**src/rtl/pipe_pkg.sv**
```systemverilog
// -----------------------------------------------------------------------------
// pipe_pkg
// Shared definitions for the elastic pipeline register chain.
//   occ_w()        : width of an occupancy count for a given stage count
//   STAGES_MIPS    : default depth of the classic five-stage core
//   IF_ID..MEM_WB  : stage index constants for the classic core latches
//   stage_ctrl_t   : per-stage load/kill control bundle built by the parent
// -----------------------------------------------------------------------------
package pipe_pkg;

   localparam int STAGES_MIPS = 5;

   localparam int IF_ID  = 0;
   localparam int ID_EX  = 1;
   localparam int EX_MEM = 2;
   localparam int MEM_WB = 3;

   // Bits needed to count 0..stages valid entries.
   function automatic int occ_w(input int stages);
      return $clog2(stages + 1);
   endfunction

   typedef struct packed {
      logic load;        // register takes a new value this edge
      logic load_valid;  // valid bit of the value being loaded
      logic kill;        // flush: clear the valid bit unconditionally
   } stage_ctrl_t;

endpackage

```
**src/rtl/pipe_stage_reg.sv**
```systemverilog
// -----------------------------------------------------------------------------
// pipe_stage_reg
// One pipeline stage: a valid bit plus a payload register.
// Ports:
//   clk, rst        : clock, asynchronous active-high reset
//   ctrl            : load / load_valid / kill from the parent movement logic
//   load_data       : payload offered by the source stage
//   valid, data     : registered stage contents
// Kill has priority over load. The payload only changes when a valid item is
// actually written, so bubbles leave stale (don't-care) data behind.
// -----------------------------------------------------------------------------
module pipe_stage_reg
   import pipe_pkg::*;
#(
   parameter int DATA_W = 32
) (
   input  logic              clk,
   input  logic              rst,
   input  stage_ctrl_t       ctrl,
   input  logic [DATA_W-1:0] load_data,
   output logic              valid,
   output logic [DATA_W-1:0] data
);

   logic              valid_reg;
   logic [DATA_W-1:0] data_reg;

   always_ff @(posedge clk or posedge rst) begin
      if (rst) begin
         valid_reg <= 1'b0;
         data_reg  <= '0;
      end else begin
         if (ctrl.kill) begin
            valid_reg <= 1'b0;
         end else if (ctrl.load) begin
            valid_reg <= ctrl.load_valid;
         end
         if (ctrl.load && ctrl.load_valid && !ctrl.kill) begin
            data_reg <= load_data;
         end
      end
   end

   assign valid = valid_reg;
   assign data  = data_reg;

endmodule

```
**src/rtl/pipe_stage_chain.sv**
```systemverilog
// -----------------------------------------------------------------------------
// pipe_stage_chain
// Elastic N-stage pipeline register chain with per-stage stall and flush,
// valid/ready back-pressure at the output and a debug single-step mode.
// Stage 0 is the youngest, stage STAGES-1 the oldest.
// Ports:
//   clk, rst          : clock, asynchronous active-high reset
//   in_valid/in_data  : upstream offer into stage 0
//   in_ready          : stage 0 accepts this cycle (0 while rst is high)
//   stall_req[k]      : stage k holds its contents
//   flush[k]          : invalidate stages 0..k
//   step_mode         : 1 = advance only on step_pulse
//   step_pulse        : one-cycle advance strobe in step mode
//   out_valid/out_data/out_ready : oldest stage, downstream handshake
//   stage_valid       : valid bit of every stage
//   stage_data        : flattened payloads, stage k at [k*DATA_W +: DATA_W]
//   occupancy         : number of valid stages
//   retired           : count of out_valid & out_ready transfers (wraps)
// Optional macro PIPE_STAGE_CHAIN_PERF_EN adds:
//   stall_cycles      : cycles with en=1 and some valid stage not moving
//   bubble_cycles     : cycles with en=1 and out_valid=0
// -----------------------------------------------------------------------------
module pipe_stage_chain
   import pipe_pkg::*;
#(
   parameter int DATA_W = 32,
   parameter int STAGES = STAGES_MIPS,
   parameter int CNT_W  = 32
) (
   input  logic                       clk,
   input  logic                       rst,
   input  logic                       in_valid,
   input  logic [DATA_W-1:0]          in_data,
   output logic                       in_ready,
   input  logic [STAGES-1:0]          stall_req,
   input  logic [STAGES-1:0]          flush,
   input  logic                       step_mode,
   input  logic                       step_pulse,
   output logic                       out_valid,
   output logic [DATA_W-1:0]          out_data,
   input  logic                       out_ready,
   output logic [STAGES-1:0]          stage_valid,
   output logic [STAGES*DATA_W-1:0]   stage_data,
   output logic [occ_w(STAGES)-1:0]   occupancy,
   output logic [CNT_W-1:0]           retired
`ifdef PIPE_STAGE_CHAIN_PERF_EN
   ,
   output logic [CNT_W-1:0]           stall_cycles,
   output logic [CNT_W-1:0]           bubble_cycles
`endif
);

   localparam int OCC_W = occ_w(STAGES);

   logic                en;
   logic                accept;
   logic [STAGES-1:0]   valid_q;
   logic [STAGES-1:0]   moves;
   logic [STAGES-1:0]   load;
   logic [STAGES-1:0]   fmask;
   logic [DATA_W-1:0]   data_q [STAGES];
   stage_ctrl_t         ctrl [STAGES];
   logic [OCC_W-1:0]    occ_next;
   logic [CNT_W-1:0]    retired_reg;

   assign en = ~step_mode | step_pulse;

   // Movement is resolved from the oldest stage down: a stage can load when
   // it is empty or its current item is leaving, and its item leaves only if
   // the next-older stage loads (or, for the oldest, downstream is ready).
   always_comb begin : movement
      moves = '0;
      load  = '0;
      moves[STAGES-1] = valid_q[STAGES-1] & ~stall_req[STAGES-1] & out_ready & en;
      load[STAGES-1]  = en & ~stall_req[STAGES-1] & (~valid_q[STAGES-1] | moves[STAGES-1]);
      for (int k = STAGES - 2; k >= 0; k--) begin
         moves[k] = valid_q[k] & ~stall_req[k] & load[k+1];
         load[k]  = en & ~stall_req[k] & (~valid_q[k] | moves[k]);
      end
   end

   // A flush on stage k kills every younger stage as well.
   always_comb begin : flush_mask
      fmask = '0;
      fmask[STAGES-1] = flush[STAGES-1];
      for (int k = STAGES - 2; k >= 0; k--) begin
         fmask[k] = flush[k] | fmask[k+1];
      end
   end

   // Any flush blocks new input; rst is folded in so upstream sees no
   // acceptance while the chain is held in reset.
   assign in_ready = load[0] & ~|flush & ~rst;
   assign accept   = in_valid & in_ready;

   genvar gi;
   generate
      for (gi = 0; gi < STAGES; gi++) begin : g_stage
         if (gi == 0) begin : g_head
            assign ctrl[gi].load       = load[gi];
            assign ctrl[gi].load_valid = accept;
            assign ctrl[gi].kill       = fmask[gi];
            pipe_stage_reg #(
               .DATA_W    (DATA_W)
            ) u_reg (
               .clk       (clk),
               .rst       (rst),
               .ctrl      (ctrl[gi]),
               .load_data (in_data),
               .valid     (valid_q[gi]),
               .data      (data_q[gi])
            );
         end else begin : g_body
            // An item coming from a flushed source arrives as a bubble.
            assign ctrl[gi].load       = load[gi];
            assign ctrl[gi].load_valid = moves[gi-1] & ~fmask[gi-1];
            assign ctrl[gi].kill       = fmask[gi];
            pipe_stage_reg #(
               .DATA_W    (DATA_W)
            ) u_reg (
               .clk       (clk),
               .rst       (rst),
               .ctrl      (ctrl[gi]),
               .load_data (data_q[gi-1]),
               .valid     (valid_q[gi]),
               .data      (data_q[gi])
            );
         end
         assign stage_data[gi*DATA_W +: DATA_W] = data_q[gi];
      end
   endgenerate

   assign stage_valid = valid_q;
   assign out_valid   = valid_q[STAGES-1];
   assign out_data    = data_q[STAGES-1];

   // Popcount of the registered valid bits.
   always_comb begin : popcount
      occ_next = '0;
      for (int k = 0; k < STAGES; k++) begin
         occ_next = occ_next + OCC_W'(valid_q[k]);
      end
   end

   assign occupancy = occ_next;

   always_ff @(posedge clk or posedge rst) begin
      if (rst) begin
         retired_reg <= '0;
      end else if (moves[STAGES-1]) begin
         retired_reg <= retired_reg + CNT_W'(1);
      end
   end

   assign retired = retired_reg;

`ifdef PIPE_STAGE_CHAIN_PERF_EN
   logic [CNT_W-1:0] stall_cnt_reg;
   logic [CNT_W-1:0] bubble_cnt_reg;
   logic             blocked;

   assign blocked = |(valid_q & ~moves);

   always_ff @(posedge clk or posedge rst) begin
      if (rst) begin
         stall_cnt_reg  <= '0;
         bubble_cnt_reg <= '0;
      end else begin
         if (en && blocked) begin
            stall_cnt_reg <= stall_cnt_reg + CNT_W'(1);
         end
         if (en && !valid_q[STAGES-1]) begin
            bubble_cnt_reg <= bubble_cnt_reg + CNT_W'(1);
         end
      end
   end

   assign stall_cycles  = stall_cnt_reg;
   assign bubble_cycles = bubble_cnt_reg;
`endif

endmodule

```
**config.mk**
```make
export PLATFORM = sky130hd
export DESIGN_NAME = pipe_stage_chain
export DESIGN_NICKNAME = d
export VERILOG_FILES = /design/src/rtl/pipe_pkg.sv /design/src/rtl/pipe_stage_reg.sv /design/src/rtl/pipe_stage_chain.sv
export SDC_FILE = /design/constraint.sdc
export NUM_CORES = 1
export LEC_CHECK = 0
export BUFFER_PORTS_ARGS = -buffer_cell sky130_fd_sc_hd__buf_2
export CORE_ASPECT_RATIO = 1.1
export CORE_UTILIZATION = 35
export DETAILED_ROUTE_END_ITERATION = 16
export GPL_ROUTABILITY_DRIVEN = 1
export HOLD_SLACK_MARGIN = 0.08
export PLACE_DENSITY = 0.61
export SKIP_LAST_GASP = 1
export SLEW_MARGIN = 20
export SYNTH_ARGS = -nofsm -noshare
export SYNTH_HDL_FRONTEND = slang
export SYNTH_SLANG_ARGS = --single-unit
```
**constraint.sdc**
```tcl
create_clock -name clk -period 8.6 [get_ports clk]
set_input_delay 1.72 -clock clk [delete_from_list [all_inputs] [get_ports clk]]
set_output_delay 1.72 -clock clk [all_outputs]
set_load 0.02 [all_outputs]
```
==> results.md <==
- Placed insts: 1082
- Nets: 853
- Core ar.: 22900 um2
- Die span in y: 163 um
- CP arrival: 3420 ps
- Critical Path RT: 6880 ps
- HP Class: reg -> reg
- Vias in the first global route: 5177
- P per Cell Area: 178 nW/um2
- Syn_nets: 605
- Max_cap viols: 0
- Post-synth EDFFs: 0
- GPL Wtd Cong: 0.783
- Worst slew pin tran: 1030 ps
- Synth warn: 0
- Cts hold-fix bufs: 0
- CTS tree: yes
- Drt pass-1 iters: 4
- Status: completed
- RSZ-0062 raised after global routing: no
- Drt initial violations: 179
- Synthesized area per cell: 14.8 um2
- Worst-case headroom to the max-slew limit: 31.0%
- Io pins: 282
- Clk sinks: 197
- Max-slew violations: 0
- Cell Area, Placed: 9620 um2
- Layout Skew: 14.5 ps
- Crit Path Max Fanout: 9
- Final worst-path cycle share: 59.7%
- R2R depth: 4
- PostCTS Resize Cnt: 0
- Cell variety after synth: 44
- TNS Setup: 0 ps
- Post-synthesis cell count: 553
- Layout cells sized above 1: 58.6%
- Routed wire per std cell: 16.9 um
- Mapped Area: 8200 um2
- CTS Buffer Depth: 2
- Total power: 1.82 mW
- Worst setup SP type: input pin
- Die Area: 24100 um2
- Post-synthesis register bit count: 197
- Multi-input logic area: 2850 um2
- Non-filler cells, final: 1114
- Seq/Total Area, Yosys: 60.1%
- Most frequent cells in the layout: buf_2 (281), dfrtp_1 (197), mux2_2 (119), mux2_4 (29)
- Slack of the critical path: 3460 ps
- Post-Route WL: 18.8 mm
- Synth async-reset ratio: 100%
- Initial Util: 35.8%
- Htree depth: 4
- Reg area: 4930 um2
- TritonCTS Buffers: 17
- Final Critical Period: 5140 ps
- Post-route cell area: 10200 um2
- Critical path class: in -> out
- Die width: 148 um
- Worst skew pair latency: 430 ps
- Hold Path Stages: 1
- Pre-CTS setup slack: 3460 ps
- Crit. End Element: primary output
- Post-Route Utilization: 44.6%
- Leading area contributor after synthesis: dfrtp_1
- DP HPWL: 13.5 mm
- Grt total ovfl: 0
- Synth area leaders: dfrtp_1 (60%), mux2_2 (16%), mux2_4 (5.3%)
- Area delta synth->final: 24.6%
- Post-CTS Setup Inserts: 0
- Commonest non-fill, non-tap cell in the layout: buf_2
- Final hold vios: 0
- DRC: 0
- Largest register FFs: 128
- Clk slew on worst S/H paths: 80 ps
- Row count: 58
- Layout fillers: 2158
- Top FF cell, synth: dfrtp_1
- Finish-stage setup viols: 0
- Pin count of the biggest net entering global routing: 135
- Max Clock Freq: 0.195 GHz
- Routed vias/inst: 4.62
- Post-synth top area share: 60.1%
- Leakage power total: 5.83 nW
- Buffers on Ports: 281
- WHS: 473 ps
- Post-route ant nets: 0
- Antenna cell count: 0
- Total track usage: 16.2%
- First-pass GRT wire length: 29.8 mm
- Root buffer cell: clkbuf_16
- Antenna violations before repair: 0
- Vias: 5149
- Max VDD drop: 0.116 mV
## cells by family after synthesis
kind of cell / Yosys count / share of synthesized area, %
AOI/OAI and AO/OA: 14 / 1.39
xor gates and xnor gates: 31 / 3.31
adders and majority gates: 4 / 0.793
buffers and inverters: 63 / 5.31
DFF: 197 / 60.1
muxes: 161 / 23.4
and+or+nand+nor: 83 / 5.67
## path summary, 6_finish.rpt
check                                               from                          endpoint  slack [ps]
min                                          retired[31]                       retired[31]         470
max reg2reg                g_stage[4].g_body.u_reg.valid  g_stage[4].g_body.u_reg.data[28]        5990
max in group asynchronous                            rst   g_stage[4].g_body.u_reg.data[5]        5630
min in group asynchronous                            rst   g_stage[0].g_head.u_reg.data[8]        1510
min reg2reg                                  retired[31]                       retired[31]         470
max                                            step_mode                          in_ready        3460
## report_power, final
group | total (mW) | internal, mW | leakage, nW | switching, mW
registers | 0.946 | 0.937 | 2.71 | 0.00873
clock network | 0.802 | 0.416 | 0.284 | 0.387
logic | 0.0753 | 0.0262 | 2.84 | 0.0491
total | 1.82 | 1.38 | 5.83 | 0.444
## layer usage
layer	GRT usage [%]	wire, um
met5	0	0
met4	4.92	200
met3	3.25	739
met2	26.2	9300
met1	21.8	8600
## synth_stat cells, types with 2 or more instances
cell type	number
dfrtp_1	197
mux2_2	119
buf_4	38
mux2_4	29
nand2_1	19
xnor2_1	18
nor2_1	16
mux2_1	13
xor2_1	13
nor3_1	11
buf_2	9
nand3_1	9
inv_1	8
buf_6	6
nand4_1	5
nor2b_1	4
o21ai_0	3
a21oi_4	2
and4_1	2
fa_1	2
ha_1	2
nor4_1	2
nor4_4	2
o21a_1	2
o21bai_1	2
o31ai_1	2
## layout make-up
type	instances	share of cell area [%]
clock buffers	18	4.20
flip-flops and latches	197	48.2
clock inverters	14	1.62
well taps	300	3.67
multi-input cells	293	27.9
repair buffers	284	14.0
inverters	8	0.367
## critical path: stages
cell and delay, ps:
buf_2 70, nor2b_1 690, o31ai_1 210, o21a_1 270, a21oi_1 220, nor2b_1 70
buf_2 160
Power figures use the tool's default switching activity.
